**config.mk**
```make
export PLATFORM = sky130hd
export DESIGN_NAME = multicycle_control
export DESIGN_NICKNAME = d
export VERILOG_FILES = /design/src/rtl/mips_ctrl_pkg.sv /design/src/rtl/ctrl_decode.sv /design/src/rtl/multicycle_control.sv
export SDC_FILE = /design/constraint.sdc
export NUM_CORES = 1
export LEC_CHECK = 0
export ABC_AREA = 0
export CORE_AREA = 8 8 53 55
export DETAILED_ROUTE_END_ITERATION = 8
export DIE_AREA = 0 0 61 63
export PLACE_DENSITY = 0.8
export SLEW_MARGIN = 20
export SYNTH_ARGS = -nofsm -noshare
export SYNTH_HDL_FRONTEND = slang
export SYNTH_HIERARCHICAL = 1
export SYNTH_SLANG_ARGS = --single-unit
```
**constraint.sdc**
```tcl
create_clock -name clk -period 1.4 [get_ports clk]
set_input_delay 0.14 -clock clk [delete_from_list [all_inputs] [get_ports clk]]
set_output_delay 0.14 -clock clk [all_outputs]
set_load 0.02 [all_outputs]
```
**src/rtl/mips_ctrl_pkg.sv**
```systemverilog
// Shared encodings for the multicycle MIPS control unit: FSM states, opcodes,
// datapath mux/ALU codes and the bundled control-word type.
package mips_ctrl_pkg;

    typedef enum logic [3:0] {
        StFetch    = 4'd0,
        StDecode   = 4'd1,
        StMemAddr  = 4'd2,
        StMemRead  = 4'd3,
        StMemWb    = 4'd4,
        StMemWrite = 4'd5,
        StExecute  = 4'd6,
        StRWb      = 4'd7,
        StBranch   = 4'd8,
        StJump     = 4'd9,
        StAddiExec = 4'd10,
        StAddiWb   = 4'd11
    } state_e;

    localparam logic [5:0] OpRtype = 6'b000000;
    localparam logic [5:0] OpLw    = 6'b100011;
    localparam logic [5:0] OpSw    = 6'b101011;
    localparam logic [5:0] OpBeq   = 6'b000100;
    localparam logic [5:0] OpJ     = 6'b000010;
    localparam logic [5:0] OpAddi  = 6'b001000;

    localparam logic [1:0] AluOpAdd   = 2'b00;
    localparam logic [1:0] AluOpSub   = 2'b01;
    localparam logic [1:0] AluOpFunct = 2'b10;

    localparam logic [1:0] SrcBReg      = 2'b00;
    localparam logic [1:0] SrcBFour     = 2'b01;
    localparam logic [1:0] SrcBImm      = 2'b10;
    localparam logic [1:0] SrcBImmShift = 2'b11;

    localparam logic [1:0] PcSrcAlu    = 2'b00;
    localparam logic [1:0] PcSrcAluOut = 2'b01;
    localparam logic [1:0] PcSrcJump   = 2'b10;

    typedef struct packed {
        logic       pc_write;
        logic       pc_write_cond;
        logic       i_or_d;
        logic       mem_read;
        logic       mem_write;
        logic       ir_write;
        logic       mem_to_reg;
        logic       alu_src_a;
        logic       reg_write;
        logic       reg_dst;
        logic [1:0] alu_op;
        logic [1:0] alu_src_b;
        logic [1:0] pc_source;
    } ctrl_t;

    function automatic logic is_legal_op(input logic [5:0] op);
        return (op == OpRtype) || (op == OpLw) || (op == OpSw) ||
               (op == OpBeq) || (op == OpJ) || (op == OpAddi);
    endfunction

endpackage

```
**src/rtl/ctrl_decode.sv**
```systemverilog
// Combinational control-word decode from the current FSM state; en_i low
// (reset asserted) forces every output to zero.
module ctrl_decode
    import mips_ctrl_pkg::*;
(
    input  state_e     state_i,
    input  logic [5:0] opcode_i,
    input  logic       mem_ready_i,
    input  logic       en_i,
    output ctrl_t      ctrl_o,
    output logic       illegal_op_o
);

    always_comb begin
        ctrl_o       = '0;
        illegal_op_o = 1'b0;
        if (en_i) begin
            unique case (state_i)
                StFetch: begin
                    ctrl_o.mem_read  = 1'b1;
                    ctrl_o.alu_src_b = SrcBFour;
                    // IR and PC only capture once the fetch actually lands
                    ctrl_o.ir_write  = mem_ready_i;
                    ctrl_o.pc_write  = mem_ready_i;
                end
                StDecode: begin
                    ctrl_o.alu_src_b = SrcBImmShift;
                    illegal_op_o     = !is_legal_op(opcode_i);
                end
                StMemAddr, StAddiExec: begin
                    ctrl_o.alu_src_a = 1'b1;
                    ctrl_o.alu_src_b = SrcBImm;
                end
                StMemRead: begin
                    ctrl_o.mem_read = 1'b1;
                    ctrl_o.i_or_d   = 1'b1;
                end
                StMemWrite: begin
                    ctrl_o.mem_write = 1'b1;
                    ctrl_o.i_or_d    = 1'b1;
                end
                StMemWb: begin
                    ctrl_o.reg_write  = 1'b1;
                    ctrl_o.mem_to_reg = 1'b1;
                end
                StExecute: begin
                    ctrl_o.alu_src_a = 1'b1;
                    ctrl_o.alu_op    = AluOpFunct;
                end
                StRWb: begin
                    ctrl_o.reg_write = 1'b1;
                    ctrl_o.reg_dst   = 1'b1;
                end
                StBranch: begin
                    ctrl_o.alu_src_a     = 1'b1;
                    ctrl_o.alu_op        = AluOpSub;
                    ctrl_o.pc_write_cond = 1'b1;
                    ctrl_o.pc_source     = PcSrcAluOut;
                end
                StJump: begin
                    ctrl_o.pc_write  = 1'b1;
                    ctrl_o.pc_source = PcSrcJump;
                end
                StAddiWb: begin
                    ctrl_o.reg_write = 1'b1;
                end
                default: ;
            endcase
        end
    end

endmodule

```
**src/rtl/multicycle_control.sv**
```systemverilog
// Multicycle MIPS control FSM: state register and next-state logic, with the
// control-word decode delegated to ctrl_decode.
module multicycle_control
    import mips_ctrl_pkg::*;
(
    input  logic       clk,
    input  logic       rst_n,
    input  logic [5:0] opcode,
    input  logic       mem_ready,
    output logic       PCWrite,
    output logic       PCWriteCond,
    output logic       IorD,
    output logic       MemRead,
    output logic       MemWrite,
    output logic       IRWrite,
    output logic       MemtoReg,
    output logic       ALUSrcA,
    output logic       RegWrite,
    output logic       RegDst,
    output logic [1:0] ALUOp,
    output logic [1:0] ALUSrcB,
    output logic [1:0] PCSource,
    output logic       illegal_op,
    output logic [3:0] state
);

    state_e state_q, state_d;
    ctrl_t  ctrl;

    always_comb begin
        state_d = state_q;
        unique case (state_q)
            StFetch:    if (mem_ready) state_d = StDecode;
            StDecode: begin
                unique case (opcode)
                    OpLw, OpSw: state_d = StMemAddr;
                    OpRtype:    state_d = StExecute;
                    OpBeq:      state_d = StBranch;
                    OpJ:        state_d = StJump;
                    OpAddi:     state_d = StAddiExec;
                    default:    state_d = StFetch;
                endcase
            end
            // Opcode is held in the IR; anything other than sw/lw here aborts to fetch
            StMemAddr:  state_d = (opcode == OpSw) ? StMemWrite :
                                  (opcode == OpLw) ? StMemRead  : StFetch;
            StMemRead:  if (mem_ready) state_d = StMemWb;
            StMemWrite: if (mem_ready) state_d = StFetch;
            StExecute:  state_d = StRWb;
            StAddiExec: state_d = StAddiWb;
            default:    state_d = StFetch;
        endcase
    end

    always_ff @(posedge clk) begin
        if (!rst_n) begin
            state_q <= StFetch;
        end else begin
            state_q <= state_d;
        end
    end

    ctrl_decode u_ctrl_decode (
        .state_i      (state_q),
        .opcode_i     (opcode),
        .mem_ready_i  (mem_ready),
        .en_i         (rst_n),
        .ctrl_o       (ctrl),
        .illegal_op_o (illegal_op)
    );

    assign PCWrite     = ctrl.pc_write;
    assign PCWriteCond = ctrl.pc_write_cond;
    assign IorD        = ctrl.i_or_d;
    assign MemRead     = ctrl.mem_read;
    assign MemWrite    = ctrl.mem_write;
    assign IRWrite     = ctrl.ir_write;
    assign MemtoReg    = ctrl.mem_to_reg;
    assign ALUSrcA     = ctrl.alu_src_a;
    assign RegWrite    = ctrl.reg_write;
    assign RegDst      = ctrl.reg_dst;
    assign ALUOp       = ctrl.alu_op;
    assign ALUSrcB     = ctrl.alu_src_b;
    assign PCSource    = ctrl.pc_source;
    assign state       = state_q;

endmodule
```
==> results.cfg <==
[cts]
clk_pin_slew_ps = 50
root_buffer = clkbuf_4
cts_made_buffers = 3
clk_latency_ps = 240
cts_max_path_buffers = 2
cts_tree = done
cts.sinks = 4
htree_levels = 1

[logic_synthesis]
ys_ff_latch = 4
yosysMostFrequentCell = nor2_1
synth_area_um2 = 687
ys.warnings.count = 6
ys.flop_type = dfxtp_1
seq_area_frac_synth_pct = 11.7
yosysUniqueCellTypes = 41
async_reset_ff_share_pct = 0
avgSynthCellArea_um2 = 7.01
synth_common_cells = 11 x nor2_1, 8 x a21oi_1, 6 x nand2b_1, 6 x o21ai_0, 5 x nand3_1
synth_edf_count = 0
synth.area.top_cells = dfxtp_1 12%, nor2_1 6.0%, a21oi_1 5.8%, nand2b_1 5.5%, o21ai_0 4.4%
yosysTopAreaCell = dfxtp_1
yosysTopAreaCellShare_pct = 11.7
netlist_instances = 98
syn_nets = 107

[final_layout]
drive_above_1_share_pct = 55.0
largest_reg_flops = 4
diodes = 0
fin_area_mm2 = 0.00134
layout.cells.non_filler = 179
nFillCells = 190
nNetsFinal = 161
fin_util_pct = 64.8
area_growth_pct = 94.5

[placed_design]
hpwl_um = 1890
gp_congestion = 0.871
io_buffers = 29
placed_cells = 171
place_area_mm2 = 0.00124

[sta]
worstMarginPinSlew_ps = 385
drv_slew = 0
hold_viol_final = 0
final.setup.tns_ps = -1550
fin_skew_ps = 7.14
post-route-period-util_pct = 114
period_needed_ps = 1600
setup_viol = 14
max-slew-margin-rel_pct = 73.6
worst_slack_ps = -197
clock.fmax_mhz = 626
rsz0062_at_grt = yes

[die]
io-pin-count = 30
core_mm2 = 0.00206
dieArea_mm2 = 0.00384
num_rows = 17
initial_core_util_pct = 33.3
die_x_um = 61
die_y_um = 63

[route]
wl_per_cell_um = 13.7
drt_iter0_drc = 36
drc = 0
wirelength_um = 2450
post_drt_via_cell_ratio = 5.17
dr.pass1.iters = 4
drtAntennaViolNets = 0
routed-via-count = 926

[critical_path]
cp_max_fo = 5
critPathCaptureType = output port
crit_required_ps = 1260
crit_path_start_kind = flop
cp_data_arrival_time_ps = 1460
worstSetupPathType = flop to output port

[power]
power_w = 0.000579
ir_drop_mv = 0.502
leakagePower_nw = 0.577
power_density_mw_per_mm2 = 433

[flow_run]
maxCapViolations = 0

[min_path]
min_path_type = input pin to flop

[run_status]
status = complete, but fails checks
violations = setup timing

[grt]
overflow = 0
antenna_found_initial = 0
grt_max_degree = 13
grt_pass1_vias = 880
grt_pass1_wl_um = 3810
track_usage_pct = 12.4
[final timing paths]
check             startpoint          end  slack, ps  depth (start not counted)
hold reg to reg     state[2]     state[2]        700                          3
setup reg to reg    state[0]     state[0]        -40                          6
hold / removal         rst_n     state[3]        440                          3
setup / recovery    state[2]  PCWriteCond       -200                          3
[layout by cell type, fill, tap and decap left out, types with 4 or more instances in the layout]
cell type      Yosys  final
a21oi_1            8      5
buf_2              3      4
buf_4              2     32
buf_6              1     13
dlygate4sd2_1      0      7
nand2b_1           6      4
nand3_1            5      5
nor2_1            11      8
o21ai_0            6      4
or3b_4             1      4
[cells by family after synthesis]
| kind of cell | count (synthesis) | synth area share (%) |
|---|---|---|
| multiplexers | 2 | 2.91 |
| AO/OA/AOI/OAI | 25 | 22.8 |
| XOR/XNOR | 5 | 6.38 |
| flip-flops | 4 | 11.7 |
| AND/OR/NAND/NOR | 49 | 45.5 |
| adder cells (fa/ha/maj) | 1 | 1.46 |
| buffers and inverters | 12 | 9.29 |
[timing repair]
action | in CTS | in global routing
pin swaps | 15 | 8
endpoints found under the setup margin | 25 | 21
setup buffers | 2 | 2
hold buffers | 0 | 0
resized for setup | 120 | 18
[worst max-delay path, cell delays in order (launching register included)]
cell,delay (ps)
dfxtp_2,330
or3b_4,460
nor3b_4,250
buf_4,190
[metal layers]
metal / share of wire (%) / GRT usage (%) / vias to the layer above
met4: 0.29 / 2.62 / 0
met3: 6.6 / 3.91 / 2
li1: - / - / 465
met1: 41 / 12.3 / 430
met2: 52 / 23.3 / 29
met5: 0 / 0 / -
[through the flow]
step | hold slack, ps | setup WS [ps]
6_report | 439 | -197
5_1_grt | 460 | -262
4_1_cts | 430 | -210
3_5_place_dp | 665 | -702
3_3_place_gp | 673 | -677
2_1_floorplan | 257 | -184
[report_power, final]
part           internal (W)  switching [W]
logic              0.000154       0.000138
clock network      0.000108      0.0000559
registers          0.000117     0.00000628
total              0.000379       0.000200
[final cells by class]
type | instances | area, um2 | share of cell area (%)
repair buffers | 58 | 498 | 37.3
inverters | 3 | 11.3 | 0.843
clock buffers | 4 | 26.3 | 1.97
flip-flops and latches | 4 | 90.1 | 6.74
multi-input cells | 82 | 676 | 50.6
well taps | 28 | 35.0 | 2.62
(Power assumes the default switching activity.)
